==> src/rtl/edge_det_pkg.sv <==
// Shared encodings and helpers for the multi-channel edge detector.
package edge_det_pkg;

  // Per-channel edge mode, bits [2n+1:2n] of mode_i
  localparam logic [1:0] MODE_OFF  = 2'b00;
  localparam logic [1:0] MODE_RISE = 2'b01;
  localparam logic [1:0] MODE_FALL = 2'b10;
  localparam logic [1:0] MODE_BOTH = 2'b11;

  // Filter states; bit 1 of the STABLE codes equals the accepted level
  typedef enum logic [1:0] {
    ST_STABLE_LOW  = 2'b00,
    ST_CHECK_HIGH  = 2'b01,
    ST_STABLE_HIGH = 2'b11,
    ST_CHECK_LOW   = 2'b10
  } filt_state_e;

  // The filter down-counter is loaded with FILT_CYCLES-2 on entry to a
  // CHECK state, so it only needs to hold values up to FILT_CYCLES-2.
  function automatic int filt_cnt_w(input int filt_cycles);
    if (filt_cycles <= 2) return 1;
    return $clog2(filt_cycles - 1);
  endfunction

endpackage

==> src/rtl/edge_det_chan.sv <==
// One detector channel: synchroniser, debounce filter FSM, accepted level
// and mode-qualified event pulse.
//
// state          | meaning
// ---------------+------------------------------------------------------
// ST_STABLE_LOW  | accepted level 0, sample agrees
// ST_CHECK_HIGH  | sample went 1, counting down to accept a rising level
// ST_STABLE_HIGH | accepted level 1, sample agrees
// ST_CHECK_LOW   | sample went 0, counting down to accept a falling level
module edge_det_chan
  import edge_det_pkg::*;
#(
  parameter int SYNC_STAGES = 2,
  parameter int FILT_CYCLES = 3
) (
  input  logic       clk,
  input  logic       rst_n,
  input  logic       signal_i,
  input  logic [1:0] mode_i,
  output logic       level_o,
  output logic       pulse_o,
  output logic       event_o
);

  localparam int CW   = filt_cnt_w(FILT_CYCLES);
  localparam int LOAD = (FILT_CYCLES >= 2) ? FILT_CYCLES - 2 : 0;

  logic samp;

  if (SYNC_STAGES == 0) begin : g_nosync
    assign samp = signal_i;
  end else begin : g_sync
    logic [SYNC_STAGES-1:0] sync_q, sync_d;

    // shift chain: stage 0 takes the raw input
    always_comb begin
      sync_d[0] = signal_i;
      for (int i = 1; i < SYNC_STAGES; i++) sync_d[i] = sync_q[i-1];
    end

    // synchroniser flops
    always_ff @(posedge clk or negedge rst_n) begin
      if (!rst_n) sync_q <= '0;
      else        sync_q <= sync_d;
    end

    assign samp = sync_q[SYNC_STAGES-1];
  end

  filt_state_e   state_q, state_d;
  logic [CW-1:0] cnt_q, cnt_d;
  logic          level_q, level_d;
  logic          pulse_q, pulse_d;
  logic          rise, fall;

  // filter next-state: a new level needs FILT_CYCLES identical samples
  always_comb begin
    state_d = state_q;
    cnt_d   = cnt_q;
    level_d = level_q;
    rise    = 1'b0;
    fall    = 1'b0;
    unique case (state_q)
      ST_STABLE_LOW: if (samp) begin
        if (FILT_CYCLES <= 1) begin
          state_d = ST_STABLE_HIGH;
          level_d = 1'b1;
          rise    = 1'b1;
        end else begin
          state_d = ST_CHECK_HIGH;
          cnt_d   = CW'(LOAD);
        end
      end
      ST_CHECK_HIGH: begin
        if (!samp) begin
          state_d = ST_STABLE_LOW;
          cnt_d   = '0;
        end else if (cnt_q == '0) begin
          state_d = ST_STABLE_HIGH;
          level_d = 1'b1;
          rise    = 1'b1;
        end else begin
          cnt_d = cnt_q - 1'b1;
        end
      end
      ST_STABLE_HIGH: if (!samp) begin
        if (FILT_CYCLES <= 1) begin
          state_d = ST_STABLE_LOW;
          level_d = 1'b0;
          fall    = 1'b1;
        end else begin
          state_d = ST_CHECK_LOW;
          cnt_d   = CW'(LOAD);
        end
      end
      ST_CHECK_LOW: begin
        if (samp) begin
          state_d = ST_STABLE_HIGH;
          cnt_d   = '0;
        end else if (cnt_q == '0) begin
          state_d = ST_STABLE_LOW;
          level_d = 1'b0;
          fall    = 1'b1;
        end else begin
          cnt_d = cnt_q - 1'b1;
        end
      end
      default: begin
        state_d = ST_STABLE_LOW;
        cnt_d   = '0;
      end
    endcase
  end

  // mode is looked at only on the accepting edge
  always_comb begin
    pulse_d = (rise && (mode_i == MODE_RISE || mode_i == MODE_BOTH)) ||
              (fall && (mode_i == MODE_FALL || mode_i == MODE_BOTH));
  end

  // filter state, level and pulse registers
  always_ff @(posedge clk or negedge rst_n) begin
    if (!rst_n) begin
      state_q <= ST_STABLE_LOW;
      cnt_q   <= '0;
      level_q <= 1'b0;
      pulse_q <= 1'b0;
    end else begin
      state_q <= state_d;
      cnt_q   <= cnt_d;
      level_q <= level_d;
      pulse_q <= pulse_d;
    end
  end

  assign level_o = level_q;
  assign pulse_o = pulse_q;
  assign event_o = pulse_d;

endmodule

==> src/rtl/multi_edge_detector.sv <==
// Multi-channel edge detector: per-channel detectors plus sticky
// pending/overflow flags and a registered interrupt.
// Optional per-channel saturating event counters: MULTI_EDGE_DETECTOR_CNT_EN.
module multi_edge_detector
  import edge_det_pkg::*;
#(
  parameter int CH_NUM      = 4,
  parameter int SYNC_STAGES = 2,
  parameter int FILT_CYCLES = 3,
  parameter int CNT_W       = 8
) (
  input  logic                  clk,
  input  logic                  rst_n,
  input  logic [CH_NUM-1:0]     signal_i,
  input  logic [2*CH_NUM-1:0]   mode_i,
  input  logic [CH_NUM-1:0]     clr_i,
  output logic [CH_NUM-1:0]     level_o,
  output logic [CH_NUM-1:0]     pulse_o,
  output logic [CH_NUM-1:0]     pending_o,
  output logic [CH_NUM-1:0]     overflow_o,
`ifdef MULTI_EDGE_DETECTOR_CNT_EN
  output logic [CH_NUM*CNT_W-1:0] event_cnt_o,
`endif
  output logic                  irq_o
);

  if (CH_NUM < 1 || SYNC_STAGES < 0 || FILT_CYCLES < 1 || CNT_W < 1) begin : g_param_check
    $error("multi_edge_detector: illegal parameter value");
  end

  logic [CH_NUM-1:0] event_w;

  for (genvar n = 0; n < CH_NUM; n++) begin : g_chan
    edge_det_chan #(
      .SYNC_STAGES (SYNC_STAGES),
      .FILT_CYCLES (FILT_CYCLES)
    ) u_chan (
      .clk      (clk),
      .rst_n    (rst_n),
      .signal_i (signal_i[n]),
      .mode_i   (mode_i[2*n +: 2]),
      .level_o  (level_o[n]),
      .pulse_o  (pulse_o[n]),
      .event_o  (event_w[n])
    );
  end

  logic [CH_NUM-1:0] pending_q, pending_d;
  logic [CH_NUM-1:0] overflow_q, overflow_d;
  logic              irq_q, irq_d;

  // sticky flags; a new event beats a clear on the same edge
  always_comb begin
    pending_d  = pending_q;
    overflow_d = overflow_q;
    for (int n = 0; n < CH_NUM; n++) begin
      if (event_w[n]) begin
        pending_d[n] = 1'b1;
        if (clr_i[n])          overflow_d[n] = 1'b0;
        else if (pending_q[n]) overflow_d[n] = 1'b1;
      end else if (clr_i[n]) begin
        pending_d[n]  = 1'b0;
        overflow_d[n] = 1'b0;
      end
    end
    irq_d = |pending_q;
  end

  // flag and interrupt registers
  always_ff @(posedge clk or negedge rst_n) begin
    if (!rst_n) begin
      pending_q  <= '0;
      overflow_q <= '0;
      irq_q      <= 1'b0;
    end else begin
      pending_q  <= pending_d;
      overflow_q <= overflow_d;
      irq_q      <= irq_d;
    end
  end

  assign pending_o  = pending_q;
  assign overflow_o = overflow_q;
  assign irq_o      = irq_q;

`ifdef MULTI_EDGE_DETECTOR_CNT_EN
  logic [CNT_W-1:0] cnt_q [CH_NUM];
  logic [CNT_W-1:0] cnt_d [CH_NUM];

  // saturating event counters; clear with a coincident event loads 1
  always_comb begin
    for (int n = 0; n < CH_NUM; n++) begin
      cnt_d[n] = cnt_q[n];
      if (event_w[n] && clr_i[n])            cnt_d[n] = CNT_W'(1);
      else if (clr_i[n])                     cnt_d[n] = '0;
      else if (event_w[n] && !(&cnt_q[n]))   cnt_d[n] = cnt_q[n] + 1'b1;
    end
  end

  // counter registers
  always_ff @(posedge clk or negedge rst_n) begin
    if (!rst_n) begin
      for (int n = 0; n < CH_NUM; n++) cnt_q[n] <= '0;
    end else begin
      for (int n = 0; n < CH_NUM; n++) cnt_q[n] <= cnt_d[n];
    end
  end

  for (genvar n = 0; n < CH_NUM; n++) begin : g_cnt_out
    assign event_cnt_o[n*CNT_W +: CNT_W] = cnt_q[n];
  end
`endif

endmodule
==> config.mk <==
export PLATFORM = sky130hd
export DESIGN_NAME = multi_edge_detector
export DESIGN_NICKNAME = d
export VERILOG_FILES = /design/src/rtl/edge_det_pkg.sv /design/src/rtl/edge_det_chan.sv /design/src/rtl/multi_edge_detector.sv
export SDC_FILE = /design/constraint.sdc
export NUM_CORES = 1
export LEC_CHECK = 0
export BUFFER_PORTS_ARGS = -buffer_cell sky130_fd_sc_hd__buf_2
export CAP_MARGIN = 5
export CORE_UTILIZATION = 50
export DETAILED_ROUTE_END_ITERATION = 10
export GPL_TIMING_DRIVEN = 1
export PLACE_DENSITY = 0.81
export SLEW_MARGIN = 20
export SYNTH_ARGS = -nofsm -noshare
export SYNTH_HDL_FRONTEND = slang
export SYNTH_SLANG_ARGS = --single-unit
==> constraint.sdc <==
create_clock -name clk -period 1.49 [get_ports clk]
set_input_delay 0.298 -clock clk [delete_from_list [all_inputs] [get_ports clk]]
set_output_delay 0.298 -clock clk [all_outputs]
set_load 0.05 [all_outputs]
# Word-level counts from Yosys, hierarchy flattened
# Index checks and enable logic that the tools add are counted.
[word_totals] reg_bits=37 inputBits=18 output_inout_bits=17 elab_cells=254
[classes] n_reduce_logical=53 muxes=112 n_addsub=4 eq_ne=56
[ops] operator="$mux 1" n=76
[ops] operator="$mux 2" n=24
[ops] operator="$eq 2x2->1 const B" n=16
[ops] operator="$ne 2x2->1 const B" n=16
[ops] operator="$pmux 2 s4" n=4
[ops] operator="$reduce_bool 2->1" n=12
[ops] operator="$reduce_and 5->1" n=4
[ops] operator="$eq 2x1->1 const B" n=8
[ops] operator="$ne 2x1->1 const B" n=8
[ops] operator="$pmux 1 s4" n=4
[ops] operator="$reduce_and 2->1" n=8
[ops] operator="$reduce_and 4->1" n=4
[ops] operator="$logic_or 1x1->1" n=12
[ops] operator="$ne 3x2->1 const B" n=4
[ops] operator="$ne 3x3->1 const B" n=4
[ops] operator="$logic_and 1x1->1" n=8
[ops] operator="$logic_not 2->1" n=4
[ops] operator="$pmux 1 s2" n=4
[ops] operator="$reduce_or 4->1" n=1
[ops] operator="$sub 1x1->1 const B" n=4

# Logic depth before layout (Yosys ltp)
[logic_depth] ltp_word=7 ltp_mapped=5 mapped_depth_nobuf=5

# Cells and area by module
# Synthesis repeated with hierarchy kept, for this count alone.
[hier_totals] cells_unflattened=166 area_unflattened_um2=1830.5
[by_module_without_submodules] module="edge_det_chan" seq_area_each_um2=175.2 cells_per_inst=35 n_inst=4 area_each_um2=379.1
[by_module_without_submodules] module="multi_edge_detector" seq_area_each_um2=225.2 cells_per_inst=26 n_inst=1 area_each_um2=314.1

# Least setup slack after synthesis
# Ideal clock, no wire load.
[synth_path] path_type="register to register" start="register g_chan[3].u_chan.state_q[1]" end="register g_chan[3].u_chan.state_q[1]" path_slack_ns=0.076 period_less_slack_ns=1.414 arrival_ns=1.287 path_stages_with_launch=6 setup_ns=0.128 required_time_ns=1.362 n_path_buf=0 cell_sequence="dfrtp_1 -> inv_1 -> ha_1 -> a21oi_1 -> a21oi_2 -> mux2_1"
[synth_between] elab_chain_len=3 word_cells_on_any_way=10 classes_between="7 x eq/ne; 1 x mux; 2 x reduce/logical"
[synth_rtl] item="start: declaration" line_no="edge_det_chan.sv:50" text="filt_state_e state_q, state_d;"
[synth_rtl] item="start signal: assignment" line_no="edge_det_chan.sv:129" text="state_q <= state_d;"
[synth_rtl] item="$eq 2x2->1, or another cell as far along" line_no="edge_det_chan.sv:63" text="unique case (state_q)"
[synth_rtl] item="$ne 3x2->1 (no source line), or another cell as far along"
[synth_rtl] item="$reduce_and 4->1 (no source line)"
# Several ways; a longest one is shown, not always the timed one.
# A chain may end at the register's enable or synchronous reset.

# Final worst setup path
[layout_path] start="register g_chan[0].u_chan.state_q[1]" end="register g_chan[0].u_chan.state_q[1]"
[layout_between] elab_chain_len=3 word_cells_on_any_way=10 classes_between="7 x eq/ne; 1 x mux; 2 x reduce/logical"
[layout_rtl] item="start: declaration" line_no="edge_det_chan.sv:50"
[layout_rtl] item="start signal: assignment" line_no="edge_det_chan.sv:129"
[layout_rtl] item="$eq 2x2->1, or another cell as far along" line_no="edge_det_chan.sv:63"
[layout_rtl] item="$ne 3x2->1 (no source line), or another cell as far along"
[layout_rtl] item="$reduce_and 4->1 (no source line)"
# Several ways; a longest one is shown, not always the timed one.

==> summary by stage <==
Timing
Headroom to the max-slew limit came out at 68.6%. The final critical delay including setup and external delays is 1.48 ns. Setup violations remaining at the end of the flow were counted as 0. Setup repair after global routing could not meet its margin everywhere. The worst-margin pin slew is 0.471 ns. After routing, the total negative slack on setup checks comes to 0 ns. The max-slew violation total from the final report is 0. After layout, the worst path uses 99.1% of the clock period.

Clock skew on the completed layout was measured at 0.00912 ns. The final-report hold violation count is 0. Based on the critical path, the design can be clocked at up to 677 MHz. The final worst hold slack is 0.0298 ns.

Route
For this block, the initial DRC count from the detailed router was 62. The number of vias in the routed layout is 1459. The first detailed-routing pass ran for 4 iterations. Using the TritonRoute via totals, the vias-per-cell ratio works out to 5.23. After detailed routing, the total wire length is 3940 µm.

Once detail routing completed, the nets flagged for antenna violations numbered 0. After detailed routing, the average wire length per cell comes to 14.1 µm. For this run, design rule violations remaining after detail routing come to 0.

Clock tree
The clock tree from TritonCTS is built. The maximum count of clock buffers along a single path is 2. In this run the number of H-tree levels came out at 2. The buffer type at the clock tree root is sky130_fd_sc_hd__clkbuf_8. Clock latency on the worst-skew pair, taken at its later pin, is 0.29 ns. Clock-pin slew was measured on the worst setup and hold paths at 0.08 ns. The number of sinks on the clock net is 37. TritonCTS created 5 clock buffers.

Global routing
The pin count of the biggest net entering global routing is 38. The number of antenna violations at the first check in global routing was 0. The via count of the first global-routing pass is 1349.

The total overflow left after global routing is 0. The wire length of the first global-routing pass is 5940 µm. The global-route usage over all layers is 18.6%.

Power
The leakage power of the design is 1.26 nW. In this run, the combinational gates consume 55.6% of the power. For this design the ratio of total power to cell area is 2130 nW/µm².

Across the VDD grid, the largest voltage drop is 0.00121 V. Per report_power, the sequential group accounts for 29.7% of the total. Net switching is 42.9% of the power. The clock share of power is 14.7%.

The net switching power of the design is 2.34 mW. The internal power contribution is 3.11 mW.

Synth
Sequential elements use 45.3% of the synthesized area. Of the post-synthesis cell area, the dominant cell type holds 45.3%. By area the synthesized netlist is led by sky130_fd_sc_hd__dfrtp_1, sky130_fd_sc_hd__ha_1, sky130_fd_sc_hd__a21oi_1, sky130_fd_sc_hd__mux2i_1, sky130_fd_sc_hd__inv_1. sky130_fd_sc_hd__dfrtp_1 takes more of the synthesized area than any other cell. In the synthesized netlist, the number of instances is 185. The synthesized netlist contains 27 unique library cells. The synthesis-stage register bit count is 37. The mean cell area of the mapped netlist is 11.1 µm². The area of the mapped netlist is 2050 µm². The total nets after synthesis is 227. The total number of yosys warnings is 0.

Placement
The HPWL after detailed placement is 2410 µm. The congestion estimate from routability-driven global placement came to 0.833. The number of instances in the placed design is 261. Input and output buffers added on the ports amount to 34.

Die
The area of the core region is 3800 µm². The initialized floorplan defines 22 standard-cell rows. The effective utilization at floorplan is 53.9%. Measured along the x axis, the die boundary spans 66.0 µm.

For this design the top-level I/O count stands at 35. The die covers 4350 µm². The die is 66.0 µm tall.

Finish
Counting the fill cells in the layout gives 284. Compared with the post-synthesis result, the final layout area differs by 24.9%. After the last flow step, the layout net total stands at 272. The proportion of layout cells with a drive suffix above 1 is 42.0%. The final core area utilization is 67.3%.

In the layout the commonest cells are sky130_fd_sc_hd__dfrtp_1, sky130_fd_sc_hd__buf_2, sky130_fd_sc_hd__buf_4, sky130_fd_sc_hd__inv_1, sky130_fd_sc_hd__a21oi_1. Leaving out filler cells and counting taps, the final layout contains 279. The number of antenna diodes is 0.

Worst setup path
The highest cell delay on the worst timing path is 0.39 ns. Traced cell by cell, the critical path runs through inv_1, ha_2, a21oi_2, a21oi_2, mux2_4. The slowest library cell on the worst path is sky130_fd_sc_hd__dfrtp_1.

The critical path data arrival time is 1.66 ns. The gate family responsible for the most delay along the worst path is flip-flops. The capturing element type of the critical path is a register. The highest net fanout along the worst path is 4. The number of buffers and inverters on the critical path is 1. The startpoint class of the critical path is a register. The cell type with the highest occurrence count on the critical path is sky130_fd_sc_hd__a21oi_2.

Across all register-to-register paths, the minimum setup slack is 0.01 ns. The required arrival time at the worst endpoint is 1.67 ns. The category of the most critical setup path is register to register.

Run
The number of maximum-capacitance constraint violations is 0.

Run status
The flow ran to the end, and the final reports show no timing, DRC or antenna violations.

Worst hold path
The tightest min-delay check is of the primary input to async pin type.
[metal layers]
metal	routed length, µm	GRT usage [%]	vias to the layer above
met5	0	0	-
met4	72	7.98	0
met3	134	4.83	9
met2	1990	31.0	32
met1	1740	22.5	704
li1	-	-	714
[cells by family after synthesis]
group | after synthesis | share of synthesized area [%]
adder cells (fa/ha/maj) | 24 | 14.7
AND/OR/NAND/NOR | 36 | 9.54
multiplexers | 12 | 6.48
buffers and inverters | 33 | 8.99
AO/OA/AOI/OAI | 43 | 15.0
flip-flops | 37 | 45.3
[cell type report]
class / instances / area [µm²] / area share, %
Tap cell: 48 / 60.1 / 2.35
Clock buffer: 7 / 96.3 / 3.77
Clock inverter: 1 / 8.76 / 0.343
Timing Repair Buffer: 50 / 294 / 11.5
Multi-Input combinational cell: 115 / 1080 / 42.4
Inverter: 21 / 83.8 / 3.28
Sequential cell: 37 / 930 / 36.4
[cells in the mapped netlist, drive strengths merged]
cell,count
nand3b,3
a21oi,22
nor2,12
buf,12
mux2,4
o41ai,1
inv,21
o22ai,4
nand2,5
o21ai,2
and4b,1
ha,24
nand3,3
or4,1
a2bb2oi,2
o22a,2
dfrtp,37
a211oi,6
a21o,3
mux2i,8
nor4bb,2
nand2b,9
a31oi,1
[power groups by stage]
stage | Combinational [mW] | Sequential (mW) | Clock [mW]
6_report | 3.03 | 1.62 | 0.801
5_1_grt | 3.30 | 1.66 | 0.865
4_1_cts | 2.53 | 1.56 | 0.812
3_5_place_dp | 2.34 | 1.59 | 0
3_3_place_gp | 2.27 | 1.58 | 0
2_1_floorplan | 1.70 | 1.71 | 0
[timing repair]
item,4_1_cts,5_1_grt
buffers inserted,4,6
gates cloned,0,0
gates resized for setup,8,27
setup endpoints to repair,6,11
pin swaps,1,3
hold buffers,0,0
[stage by stage]
stage	power (mW)	setup WS (ns)	cell area, µm²
floorplan	3.41	0.0757	2050
global placement	3.85	-0.000326	2220
detailed placement	3.92	-0.0492	2220
CTS	4.91	-0.0333	2380
global route	5.82	-0.0203	2550
finish	5.45	0.0135	2550
[final timing paths]
| path | start | end | depth (start not counted) |
|---|---|---|---|
| worst min register to register | g_chan[1].u_chan.g_sync.sync_q[0] | g_chan[1].u_chan.g_sync.sync_q[1] | 0 |
| max in group asynchronous | rst_n | g_chan[3].u_chan.state_q[0] | 2 |
| worst min-delay path | rst_n | g_chan[1].u_chan.state_q[0] | 2 |
| worst max register to register | g_chan[0].u_chan.state_q[1] | g_chan[0].u_chan.state_q[1] | 5 |
| worst max-delay path | g_chan[0].u_chan.state_q[1] | g_chan[0].u_chan.state_q[1] | 5 |
| min in group clk | signal_i[2] | g_chan[2].u_chan.g_sync.sync_q[0] | 1 |
[registers in the layout, indices dropped and copies added, names as in the netlist]
name / count
g_chan.u_chan.pulse_o: 4
pending_o: 4
overflow_o: 4
g_chan.u_chan.cnt_q: 4
g_chan.u_chan.level_o: 4
g_chan.u_chan.g_sync.sync_q: 8
irq_o: 1
g_chan.u_chan.state_q: 8
No activity file was read; power rests on OpenSTA's default activity.
